--- src/rtl/cistercian_scan_controller.sv ---
// Scans one 4-digit Cistercian numeral onto a shared dual decoder, pair by pair.
// Optional CISTERCIAN_ZERO_SUPPRESS_EN blanks the upper pair when it is all zero.
module cistercian_scan_controller #(
    parameter int unsigned DWELL = 1000,
    parameter int unsigned BLANK = 16
) (
    input  logic        CLK,
    input  logic        RST,
    input  logic        EN,
    input  logic        LD,
    input  logic [15:0] DIN,
    output logic        RDY,
    input  logic        LTREQ,
    output logic [3:0]  N1,
    output logic [3:0]  N2,
    output logic        LT1,
    output logic        LT2,
    output logic        BI,
    output logic [1:0]  SEL,
    output logic        FRM
);

    typedef enum logic [2:0] {
        IDLE,
        BLANK0,
        SHOW0,
        BLANK1,
        SHOW1
    } state_t;

    localparam logic [15:0] BLANK_LD = 16'(BLANK - 1);
    localparam logic [15:0] DWELL_LD = 16'(DWELL - 1);

    state_t      state;
    logic [15:0] cnt;
    logic [15:0] disp;
    logic [15:0] pend;
    logic        pv;
    logic        ltf;

    logic        expired;
    logic        boundary;
    logic [15:0] next_disp;
    logic        zs;

    assign RDY = !pv;

    always_comb begin
        expired   = (cnt == 16'd0);
        boundary  = EN && ((state == IDLE) || ((state == SHOW1) && expired));
        next_disp = pv ? pend : disp;
    end

`ifdef CISTERCIAN_ZERO_SUPPRESS_EN
    assign zs = (disp[15:8] == 8'h00) && !ltf;
`else
    assign zs = 1'b0;
`endif

    always_ff @(posedge CLK) begin
        if (RST) begin
            state <= IDLE;
            cnt   <= 16'd0;
            disp  <= 16'd0;
            pend  <= 16'd0;
            pv    <= 1'b0;
            ltf   <= 1'b0;
            N1    <= 4'd0;
            N2    <= 4'd0;
            BI    <= 1'b0;
            SEL   <= 2'b00;
            LT1   <= 1'b1;
            LT2   <= 1'b1;
            FRM   <= 1'b0;
        end else begin
            FRM <= 1'b0;

            // Boundary consumes a held value; a new load only lands when empty.
            if (boundary && pv) begin
                pv <= 1'b0;
            end else if (LD && !pv) begin
                pend <= DIN;
                pv   <= 1'b1;
            end

            if (!EN) begin
                state <= IDLE;
                BI    <= 1'b0;
                SEL   <= 2'b00;
                LT1   <= 1'b1;
                LT2   <= 1'b1;
            end else if (boundary) begin
                state <= BLANK0;
                cnt   <= BLANK_LD;
                disp  <= next_disp;
                ltf   <= LTREQ;
                N1    <= next_disp[3:0];
                N2    <= next_disp[7:4];
                BI    <= 1'b0;
                SEL   <= 2'b00;
                LT1   <= !LTREQ;
                LT2   <= !LTREQ;
                FRM   <= 1'b1;
            end else if (!expired) begin
                cnt <= cnt - 16'd1;
            end else begin
                unique case (state)
                    BLANK0: begin
                        state <= SHOW0;
                        cnt   <= DWELL_LD;
                        BI    <= 1'b1;
                        SEL   <= 2'b01;
                    end
                    SHOW0: begin
                        state <= BLANK1;
                        cnt   <= BLANK_LD;
                        BI    <= 1'b0;
                        SEL   <= 2'b00;
                        N1    <= disp[11:8];
                        N2    <= disp[15:12];
                    end
                    BLANK1: begin
                        state <= SHOW1;
                        cnt   <= DWELL_LD;
                        BI    <= !zs;
                        SEL   <= zs ? 2'b00 : 2'b10;
                    end
                    default: begin
                        state <= IDLE;
                    end
                endcase
            end
        end
    end

endmodule
--- config.mk ---
export PLATFORM = sky130hd
export DESIGN_NAME = cistercian_scan_controller
export DESIGN_NICKNAME = d
export VERILOG_FILES = /design/src/rtl/cistercian_scan_controller.sv
export SDC_FILE = /design/constraint.sdc
export NUM_CORES = 1
export LEC_CHECK = 0
export CORE_MARGIN = 1
export CORE_UTILIZATION = 55
export CTS_BUF_LIST = sky130_fd_sc_hd__clkbuf_16
export CTS_CLUSTER_DIAMETER = 100
export DETAILED_ROUTE_END_ITERATION = 7
export PLACE_DENSITY = 0.86
export SLEW_MARGIN = 20
export SYNTH_ARGS = -nofsm -noshare
export SYNTH_HDL_FRONTEND = slang
export SYNTH_SLANG_ARGS = --single-unit
--- constraint.sdc ---
create_clock -name CLK -period 2.87 [get_ports CLK]
set_input_delay 0.574 -clock CLK [delete_from_list [all_inputs] [get_ports CLK]]
set_output_delay 0.574 -clock CLK [all_outputs]
set_load 0.005 [all_outputs]
**Yosys cells after proc, flatten, opt, wreduce, memory -nomap -nowiden**

Index checks and enable logic that the tools add are counted.

- $add $sub $neg: 1
- Equal/unequal tests: 5
- Muxes and demuxes: 16
- Bitwise operators: 2
- Reductions and logical operators: 24

Operator list:

| cell | count |
|---|---|
| $mux W16 | 2 |
| $pmux W16 S2 | 1 |
| $mux W4 | 6 |
| $logic_not A16 Y1 | 1 |
| $sub A16 B1 Y16 const B | 1 |
| $reduce_and A2 Y1 | 5 |
| $pmux W3 S3 | 1 |
| $mux W8 | 1 |
| $eq A3 B2 Y1 const B | 2 |
| $pmux W2 S3 | 1 |
| $reduce_and A3 Y1 | 2 |
| $reduce_bool A2 Y1 | 3 |
| $reduce_or A2 Y1 | 3 |
| $logic_and A1 B1 Y1 | 4 |
| $ne A4 B2 Y1 const B | 1 |
| $eq A3 B1 Y1 const B | 1 |
| $eq A3 B3 Y1 const B | 1 |
| $logic_not A3 Y1 | 1 |
| $mux W1 | 3 |
| $reduce_bool A3 Y1 | 1 |
| $reduce_or A3 Y1 | 1 |
| $logic_not A1 Y1 | 2 |
| $not A1 Y1 | 2 |
| $pmux W1 S2 | 1 |
| $logic_or A1 B1 Y1 | 1 |

- Register bits after elaboration: 65
- Bits of input ports: 21
- Output and inout port bits: 15

**Longest topological paths before layout**

Gate-level depths: netlist of run 1.

- Word-level depth: 7
- Mapped depth: 9

**Least setup slack after synthesis of run 1**

Ideal clock, no wire load.

- Path type: reg-to-reg
- From: register cnt[0]
- To: register disp[7]
- Library setup time: 0.070 ns
- Arrival time: 2.400 ns
- Slack: 0.400 ns
- Stages on the path, launching flop included: 10
- Path buffers: 2
- Cell sequence: dfxtp_1 inv_1 ha_1 or4b_2 or4_4 buf_6 a211oi_4 buf_6 nand2_1 a21oi_1

- Word-level cells in the longest chain between the ends: 5

Ends and longest elaborated chain:

| element | line | RTL |
|---|---|---|
| start: declaration | 35 | `logic [15:0] cnt;` |
| start signal: assignment | 105 | `cnt <= cnt - 16'd1;` |
| $logic_not A16 Y1 | 49 | `expired = (cnt == 16'd0);` |
| $logic_and A1 B1 Y1 | 50 | `boundary = EN && ((state == IDLE) \|\| ((state == SHOW1) && expired));` |
| $logic_or A1 B1 Y1 | 50 |  |
| $logic_and A1 B1 Y1 | 50 |  |
| $reduce_and A2 Y1 (no source line) | -- |  |
| end signal: assignment | 95 | `disp <= next_disp;` |
| end: declaration | 36 | `logic [15:0] disp;` |

No other way between the ends.
A chain may end at the register's enable or synchronous reset.

**Worst setup path in the final report of run 1**

- From: register cnt[0]
- To: register cnt[14]

- Word-level cells in the longest chain between the ends: 6
- Elaborated cells on any way between the ends: 9
- Classes of those cells: add/sub: 1; eq/ne: 1; mux: 2; reduce/logical: 5

Ends and longest elaborated chain:

| element |
|---|
| branches (longest 6 deep; another with $sub A16 B1 Y16) |

Several ways; the timed one is not identified.

==> run summary, run 1 <==
Clock Skew = 5.431 ps
Area after DPL = 3385 sq um
largest net degree at the start of global routing = 55
starting density of the core = 57.84%
Rows = 26
Max VDD drop = 491.0 uV
worst path buffer plus inverter count = 1
vias in the first global route = 2449
final instance area = 3707 sq um
CP Data Required Time = 3130 ps
Routed WL per cell = 15.81 um
Arr. time, crit path = 2990 ps
Final #Nets = 412
Slew HR = 52.81%
post-synthesis sequential area ratio = 43.50%
Die ar. = 5738 sq um
worst-path cell chain = inv_1 -> ha_1 -> or4b_2 -> or4_4 -> o31a_2 -> a211o_1 -> o21ai_0
DRT Wirelength = 7.337 mm
slowest cell on the critical path = or4b_2
CTS buffer count = 9
post-route minimum period = 2732 ps
number of vias per cell = 5.989
ANT cells = 0
number of max-cap violations = 0
largest area contributor in the netlist = dfxtp_1
Syn Area/Cell = 8.310 sq um
initial antenna violation count = 0
initial drt markers = 391
synthesized area = 2992 sq um
nature of the critical path endpoint = register
post-CTS setup buffers = 0
Final Max Tran Viols = 0
Max Root-Sink Buffers = 2
Post-Synthesis Cells = 360
Post-DP HPWL = 4.647 mm
Final ANT Viol Nets = 0
DRC viols = 0
layout cell share with drive strength beyond 1 = 11.93%
slowest stage delay, CP = 600 ps
status = completed
total grt overflow = 0
CP Class = reg2reg
critical path peak fanout = 22
ys flop type = dfxtp_1
chip width = 75.75 um
CTS tree = built
leak pwr = 1.360 nW
power per cell area = 670.0 nW/um^2
Synthesized Nets = 383
RSZ-0062 raised after global routing = false
crit path launch type = register
Cell Count, Final, Fillers Out = 464
IO Count = 36
FMAX = 366.0 MHz
clock net sink count = 65
hold buffers post-CTS = 0
via count = 2779
die height = 75.75 um
Worst-path clk slew = 60 ps
slew at the pin closest to its max-slew limit = 701.4 ps
Yosys top cell area share = 43.50%
H-tree levels = 3
endpoints failing setup = 0
Yosys warning count = 0
Seq cells post-synth = 65
IO Port Bufs = 35
Hold Violations, Final = 0
Min-Delay Path Class = reg2reg
First-pass DRT Iterations = 5
first-pass GRT wire length = 11.96 mm
fin crit share = 95.21%
number of synthesized flops with an enable pin = 0
asr flop ratio synth = 0%
root buffer cell = clkbuf_16
Placer Congestion = 0.9210
gr usage total = 27.92%
Yosys cell types = 52
dpl cells = 448
Clk Latency, worst-skew pair = 330 ps
Synth area leaders = dfxtp_1 (43%), nand2_1 (9.5%), a21oi_1 (7.9%)
Area Overhead vs Synth = 23.92%
Core ar. = 5172 sq um
Total Neg Setup Slack = 0 ps
CP delay by family, top = simple AND/OR/NAND/NOR gates
-- worst paths after layout --
| path | slack (ps) | to | cells after the start | start |
|---|---|---|---|---|
| setup / recovery | 140 | cnt[14] | 7 | cnt[0] |
| hold / removal | 460 | pend[13] | 2 | pend[13] |
| setup reg to reg | 140 | cnt[14] | 7 | cnt[0] |
| hold reg to reg | 460 | pend[13] | 2 | pend[13] |
-- state kept, by name, indices dropped and copies added (netlist names) --
signal and cells:
N1 4, LT2 1, N2 4, SEL 2, cnt 16, pend 16
BI 1, pv 1, state 3, FRM 1, disp 16
-- tightest hold or removal path: stages (launching register included) --
cell     delay, ps
dfxtp_1        310
nand2_1         50
a21oi_1         50
-- layout make-up --
type / count / area, sq um
tap: 70 / 87.58
fill: 374 / 1465
timing repair buffer: 44 / 425.4
sequential: 65 / 1301
clock buffer: 9 / 225.2
clock inverter: 7 / 95.09
inverter: 8 / 30.03
multi-input combinational: 261 / 1543
-- where the power goes --
part	switching (W)	internal, W
logic	0.000198	0.000147
clock network	0.000406	0.000759
registers	0.0000363	0.000938
-- layer usage --
metal | routed length [um] | share of wire (%) | GRT usage (%) | vias up
met5 | 0 | 0 | 0 | -
met4 | 124 | 1.7 | 11.11 | 0
met3 | 510 | 7.0 | 5.291 | 13
met2 | 3361 | 46 | 40.22 | 146
met1 | 3340 | 46 | 40.91 | 1272
li1 | - | - | - | 1348
-- logic make-up (layout without fill, tap and decap cells) --
| kind of cell | count (synthesis) | count (layout) | share of synthesized area, % |
|---|---|---|---|
| flip-flops | 65 | 65 | 43.50 |
| adder cells (fa/ha/maj) | 2 | 2 | 0.8363 |
| XOR/XNOR | 1 | 1 | 0.2928 |
| buffers and inverters | 34 | 68 | 5.019 |
| multiplexers | 18 | 18 | 6.399 |
| AND/OR/NAND/NOR | 137 | 137 | 21.33 |
| AO/OA/AOI/OAI | 103 | 103 | 22.63 |
-- timing repair --
action / in CTS / in global routing
endpoints found under the setup margin: 0 / 19
gates resized for setup: 0 / 3
endpoints found under the hold margin: 0 / 0
-- cells in the final DEF (no fill, tap or decap), types with 8 or more instances in the layout --
cell type        instances
mux2_2                   9
clkbuf_16                9
a21oi_1                 47
o21ai_0                  9
buf_4                    8
inv_1                    8
nand2_1                 76
dfxtp_1                 65
mux2i_1                  9
o2bb2ai_1                8
nor2_1                  16
clkdlybuf4s50_1         34
-- stage by stage --
| step | total power [W] | hold slack, ps | util (%) | setup slack (ps) |
|---|---|---|---|---|
| after floorplan | 0.001216 | 432.1 | - | 399.7 |
| after global placement | 0.001316 | 439.0 | 65.43 | 193.0 |
| after detailed placement | 0.001324 | 446.6 | 65.43 | 145.1 |
| after CTS | 0.002477 | 455.0 | 71.63 | 114.5 |
| after global routing | 0.002571 | 472.6 | 71.67 | 34.42 |
| final | 0.002484 | 456.8 | 71.67 | 137.6 |
-- synth_stat cells (all sizes together), types with 3 or more instances --
cell,count
a211o,3
a211oi,7
a21oi,48
a311oi,4
buf,6
clkbuf,20
dfxtp,65
inv,8
mux2,9
mux2i,9
nand2,76
nand2b,4
nand3,6
nor2,16
nor3,6
nor4,4
o21ai,11
o22ai,3
o2bb2ai,8
o41ai,3
or2,3
or3,6
or4,6
Note: power is estimated with default switching activity, not from simulation.
==> inputs of run 2 (changes only) <==
CORE_UTILIZATION = 50   (was 55)
GPL_TIMING_DRIVEN = 0   (was default)
PLACE_DENSITY = 0.83   (was 0.86)
clock period = 2.5 ns   (was 2.87 ns; I/O delays follow)
==> run 2 against run 1 <==
Net effect:
- the flow now finishes with violations (setup timing)
- sequential share of layout area shrank 2.8 points
- core utilization shrank 0.17 points
- fmax grew 4.8%
- register-to-register slack lost 250 ps
- critical endpoint is now N2[1]
- largest cell class unchanged
- global-route usage grew 0.84 points
==> run summary, run 2 (same netlist as run 1, synthesis figures left out) <==
failing checks = setup timing
largest net degree at the start of global routing = 13 (-76%)
Area after DPL = 3418 sq um (+1.0%)
DRT Wirelength = 8.852 mm (+21%)
crit path launch type = register
slew at the pin closest to its max-slew limit = 850.9 ps (+149.5 ps)
total grt overflow = 0 (unchanged)
Regs by FF count = cnt x16, disp x16, pend x16
hold buffers post-CTS = 0 (unchanged)
power per cell area = 759.3 nW/um^2 (+13%)
clock net sink count = 65 (unchanged)
IO Port Bufs = 33 (-5.7%)
root buffer cell = clkbuf_16
end point of the worst hold path = BI
critical path peak fanout = 8 (-64%)
First-pass DRT Iterations = 5 (unchanged)
post-route minimum period = 2608 ps (-124.3 ps)
DRC viols = 0 (unchanged)
Hold Crit Depth = 2 (unchanged)
Area Overhead vs Synth = 34.84%
HP Start = BI
die height = 79.35 um (+4.8%)
CTS tree = built
Placer Congestion = 0.9020 (-2.1%)
Post-DP HPWL = 5.139 mm (+11%)
gr usage total = 28.76% (+0.84 points)
CTS buffer count = 9 (unchanged)
commonest cells after routing, fill and taps aside = nand2_1 (73), dfxtp_1 (64), a21oi_1 (40)
Clk Latency, worst-skew pair = 330 ps (about the same)
vias in the first global route = 2868 (+17%)
R2R Path Start = cnt[1]
RSZ-0062 raised after global routing = true
dpl cells = 465 (+3.8%)
starting density of the core = 53.03% (-4.8 points)
Min-Delay Path Class = reg2reg
endpoints failing setup = 11 (+11)
DR WL met3 = 692 um (+36%)
number of vias per cell = 6.163 (+2.9%)
via count = 3063 (+10%)
Slew HR = 42.75% (-10 points)
met1 wire length = 3.510 mm (+5.1%)
R2R setup slack = -110 ps (-250 ps)
worst r2r dst = N2[1]
Final #Nets = 443 (+7.5%)
initial antenna violation count = 0 (unchanged)
CP Class = reg2reg
IO Count = 36 (unchanged)
layout cell share with drive strength beyond 1 = 20.00% (+8.1 points)
highest metal used = met4
H-tree levels = 3 (unchanged)
Cell Count, Final, Fillers Out = 497 (+7.1%)
Detail Route met2 WL = 4.227 mm (+26%)
chip width = 79.35 um (+4.8%)
ANT cells = 0 (unchanged)
fin crit share = 104.3% (+9.1 points)
critical path startpoint = cnt[1]
most common cell after layout, fill and taps aside = nand2_1
Final Max Tran Viols = 0 (unchanged)
initial drt markers = 444 (+14%)
Die ar. = 6296 sq um (+9.7%)
layout filler cell count = 392 (+4.8%)
Final ANT Viol Nets = 0 (unchanged)
Max Root-Sink Buffers = 2 (unchanged)
Arr. time, crit path = 2820 ps (-170 ps)
number of max-cap violations = 0 (unchanged)
final instance area = 4034 sq um (+8.8%)
nature of the critical path endpoint = register
Clock Skew = 3.971 ps (-1.460 ps)
Worst-path clk slew = 60 ps (about the same)
Hold Violations, Final = 0 (unchanged)
status = finished, violations left
Routed WL per cell = 17.81 um (+13%)
leak pwr = 1.471 nW (+8.2%)
FMAX = 383.4 MHz (+4.8%)
Rows = 27 (+3.8%)
Worst R2R Path Depth = 9 (+2)
Max VDD drop = 532.8 uV (+8.5%)
Setup WS post-layout = -108.1 ps (-245.7 ps)
Core ar. = 5642 sq um (+9.1%)
CP Data Required Time = 2710 ps (-420 ps)
first-pass GRT wire length = 13.72 mm (+15%)
[run 2: changes by cell type in the layout (fill, tap and decap cells not counted), moves of 4 or more]
| cell | previous run | this run |
|---|---|---|
| a21oi_1 | 47 | 40 |
| a21oi_2 | 1 | 7 |
| clkbuf_1 | 0 | 14 |
| buf_6 | 0 | 4 |
| buf_4 | 8 | 19 |
[run 2: routing by layer]
layer,global-route usage (%),vias to the layer above
met2,45.86,180
met5,0,-
met3,5.517,47
met1,36.56,1423
met4,15.27,0
li1,-,1413
[run 2: layout make-up]
type                    count  area, sq um  share of cell area, %
clock inverters             7        118.9                  2.947
multi-input cells         261         1664                  41.25
well taps                  72        90.09                  2.233
clock buffers               9        225.2                  5.583
flip-flops and latches     65         1303                  32.29
repair buffers             51        473.0                  11.72
plain buffers              24        130.1                  3.226
inverters                   8        30.03                 0.7444
[run 2: how the worst max path moves through the flow]
stage / depth (start not counted) / to / slack, ps
2_1_floorplan: 9 / disp[7] / 30
3_3_place_gp: 7 / cnt[10] / -560
3_5_place_dp: 9 / disp[12] / -310
4_1_cts: 9 / N1[0] / -30
5_1_grt: 9 / N1[0] / -130
6_report: 9 / N2[1] / -110
[run 2: through the flow]
step                      setup TNS [ps]  setup WS (ps)  util (%)  hold slack, ps  power (W)
after floorplan                        0          29.72         -           432.1   0.001396
after global placement            -10350         -561.2     60.48           438.6   0.001510
after detailed placement           -9171         -311.4     60.59           446.7   0.001522
after CTS                         -147.0         -30.64     69.51           455.5   0.002998
after global routing               -1904         -126.7     71.50           485.4   0.003156
final                             -399.7         -108.1     71.50           455.0   0.003063
[run 2: report_power, final]
part,internal (W),switching (W)
Combinational,0.000219,0.000281
Clock,0.000975,0.000474
Sequential,0.00108,0.0000379
Total,0.00227,0.000792
[run 2: worst max-delay path, cell delays in order (launching register included)]
cell       delay (ps)
dfxtp_1           330
inv_2              90
ha_4              140
or4b_4            460
or4_4             570
buf_8             180
a21oi_4           200
buf_6             170
mux2i_1           260
o2bb2ai_1          80
[run 2: what timing repair did]
action | in CTS | in global routing
pin swaps | 8 | 10
endpoints found under the setup margin | 43 | 46
resized for setup | 20 | 28
setup buffers | 12 | 5
hold endpoints to repair | 0 | 0
gates cloned | 1 | 0
==> inputs of run 3 (changes only) <==
MAX_ROUTING_LAYER = met4   (was default)
==> run 3 against run 2 <==
Net effect:
- the run still ends with setup timing left
- count of clock-buffer cells in the layout stayed put
- via count is 0.42% lower
- non-clock buffer count is 1 lower
- core utilization is 1.8 points higher
- clock skew is 2.5 ps higher
- first-iteration DRC count is 41% lower
- global-route usage is 1.4 points higher
- combinational power is 1% higher
- critical path depth is 1 lower
- clock power is 3% higher
- design area is 2.5% higher
- worst hold slack better by 0.92 ps
- highest routed layer unchanged
==> run summary, run 3 (same netlist as run 1, synthesis figures left out) <==
Switching Fraction = 26.60% (+0.74 points)
total grt overflow = 0 (unchanged)
gr usage total = 30.16% (+1.4 points)
Regs by FF count = cnt x16, disp x16, pend x16
post-route minimum period = 2583 ps (-24.59 ps)
sequential power share = 35.9% (-0.5 points)
number of max-cap violations = 0 (unchanged)
Arr. time, crit path = 2790 ps (-30 ps)
IO Count = 36 (unchanged)
commonest cells after routing, fill and taps aside = nand2_1 (64), dfxtp_1 (62), a21oi_1 (34)
slowest cell on the critical path = or4_4
power per cell area = 753.6 nW/um^2 (-0.74%)
Routed WL per cell = 18.53 um (+4.0%)
CTS tree = built
Rows = 27 (unchanged)
H-tree levels = 3 (unchanged)
vias in the first global route = 2883 (+0.52%)
endpoints failing setup = 14 (+3)
slew at the pin closest to its max-slew limit = 918.3 ps (+67.39 ps)
starting density of the core = 53.03% (unchanged)
root buffer cell = clkbuf_16
Final Max Tran Viols = 0 (unchanged)
critical path peak fanout = 7 (-1)
Clock Skew = 6.495 ps (+2.525 ps)
Hold Violations, Final = 0 (unchanged)
Die ar. = 6296 sq um (unchanged)
hold buffers post-CTS = 0 (unchanged)
Core ar. = 5642 sq um (unchanged)
pre-CTS setup slack = -289.1 ps (+22.30 ps)
die height = 79.35 um (unchanged)
Clk pwr share = 47.8% (+0.5 points)
smallest hold slack = 456.0 ps (+0.9160 ps)
DRT Wirelength = 9.191 mm (+3.8%)
largest net degree at the start of global routing = 14 (+1)
first-pass GRT wire length = 13.94 mm (+1.7%)
Setup WS post-layout = -83.50 ps (+24.59 ps)
FMAX = 387.1 MHz (+0.95%)
Worst-path clk slew = 60 ps (about the same)
failing checks = setup timing
Slew HR = 38.21% (-4.5 points)
Final #Nets = 442 (-0.23%)
CP Data Required Time = 2700 ps (about the same)
layout filler cell count = 370 (-5.6%)
CTS buffer count = 9 (unchanged)
Clk Latency, worst-skew pair = 340 ps (about the same)
Placer Congestion = 0.9257 (+2.6%)
ANT cells = 0 (unchanged)
chip width = 79.35 um (unchanged)
crit path launch type = register
CP delay by family, top = simple AND/OR/NAND/NOR gates
nature of the critical path endpoint = register
sw power = 0.0008290 W (+4.6%)
most common cell after layout, fill and taps aside = nand2_1
initial drt markers = 262 (-41%)
R2R setup slack = -80 ps (+20 ps)
status = finished, violations left
DRC viols = 0 (unchanged)
internal power = 0.002287 W (+0.74%)
via count = 3050 (-0.42%)
Min-Delay Path Class = reg2reg
number of vias per cell = 6.149 (-0.22%)
slowest stage delay, CP = 600 ps (+30 ps)
initial antenna violation count = 0 (unchanged)
RSZ-0062 raised after global routing = true
worst path buffer plus inverter count = 3 (unchanged)
logic gate share of total power = 16.2% (about the same)
worst-path cell chain = or4_4 -> or4_4 -> buf_12 -> a21oi_4 -> buf_6 -> buf_12 -> mux2i_1 -> o2bb2ai_1
CP Class = reg2reg
leak pwr = 1.564 nW (+6.3%)
Post-DP HPWL = 5.292 mm (+3.0%)
Max Root-Sink Buffers = 2 (unchanged)
clock net sink count = 65 (unchanged)
layout cell share with drive strength beyond 1 = 23.11% (+3.1 points)
Area Overhead vs Synth = 38.23%
Final ANT Viol Nets = 0 (unchanged)
First-pass DRT Iterations = 5 (unchanged)
IO Port Bufs = 33 (unchanged)
fin crit share = 103.3% (-0.98 points)
Max VDD drop = 448.1 uV (-16%)
==> run 3: cell count changes in the layout (fill, tap and decap cells not counted), sizes merged <==
cell	before	now
buf	27	25
clkbuf	24	25
==> run 3: power groups by stage <==
| stage | sequential, W | combinational (W) | clock, W |
|---|---|---|---|
| after global routing | 0.00112 | 0.000543 | 0.00153 |
| final | 0.00112 | 0.000506 | 0.00149 |
| after CTS | 0.00111 | 0.000450 | 0.00148 |
| after global placement | 0.00113 | 0.000382 | 0 |
| after floorplan | 0.00112 | 0.000273 | 0 |
| after detailed placement | 0.00113 | 0.000392 | 0 |
==> run 3: final timing paths <==
path / startpoint / depth (start not counted) / to
max: cnt[7] / 8 / N2[2]
min: pend[13] / 2 / pend[13]
max reg2reg: cnt[7] / 8 / N2[2]
min reg2reg: pend[13] / 2 / pend[13]
==> run 3: worst register-to-register path: cells and delay by family (launching register included) <==
kind | cells | cell delay [ps]
AO/OA/AOI/OAI | 2 | 270
buffers and inverters | 3 | 440
AND/OR/NAND/NOR | 2 | 1190
multiplexers | 1 | 200
flip-flops | 1 | 360
==> run 3: metal layers <==
layer  wire length, um  GRT usage, %  up-vias
met4               194         12.73        0
met1              3958         36.92     1487
li1                  -             -     1402
met2              4453         47.16      137
met3               585         7.701       24
met5                 0             -        -
==> run 3: cell type report <==
type | instances | area [sq um] | area share (%)
multi-input combinational | 261 | 1739 | 42.06
sequential | 65 | 1305 | 31.56
timing repair buffer | 50 | 481.7 | 11.65
clock buffer | 9 | 225.2 | 5.446
buffer | 24 | 137.6 | 3.328
clock inverter | 7 | 126.4 | 3.056
tap | 72 | 90.09 | 2.179
inverter | 8 | 30.03 | 0.7262
==> run 3: through the flow <==
stage	TNS [ps]	cells	util [%]	power, W	instance area, sq um
CTS	0	492	69.99	0.003041	3949
finish	-489.5	496	73.30	0.003116	4135
global placement	-6823	465	60.48	0.001512	3412
detailed placement	-7694	465	60.59	0.001523	3418
floorplan	0	360	-	0.001396	2992
global route	-1915	496	73.30	0.003201	4135
==> run 3: what timing repair did <==
| item | in CTS | in global routing |
|---|---|---|
| cloned | 0 | 1 |
| setup endpoints to repair | 41 | 45 |
| setup buffers | 13 | 3 |
| hold endpoints to repair | 0 | 0 |
| resized for setup | 24 | 48 |
| pin swaps | 7 | 35 |
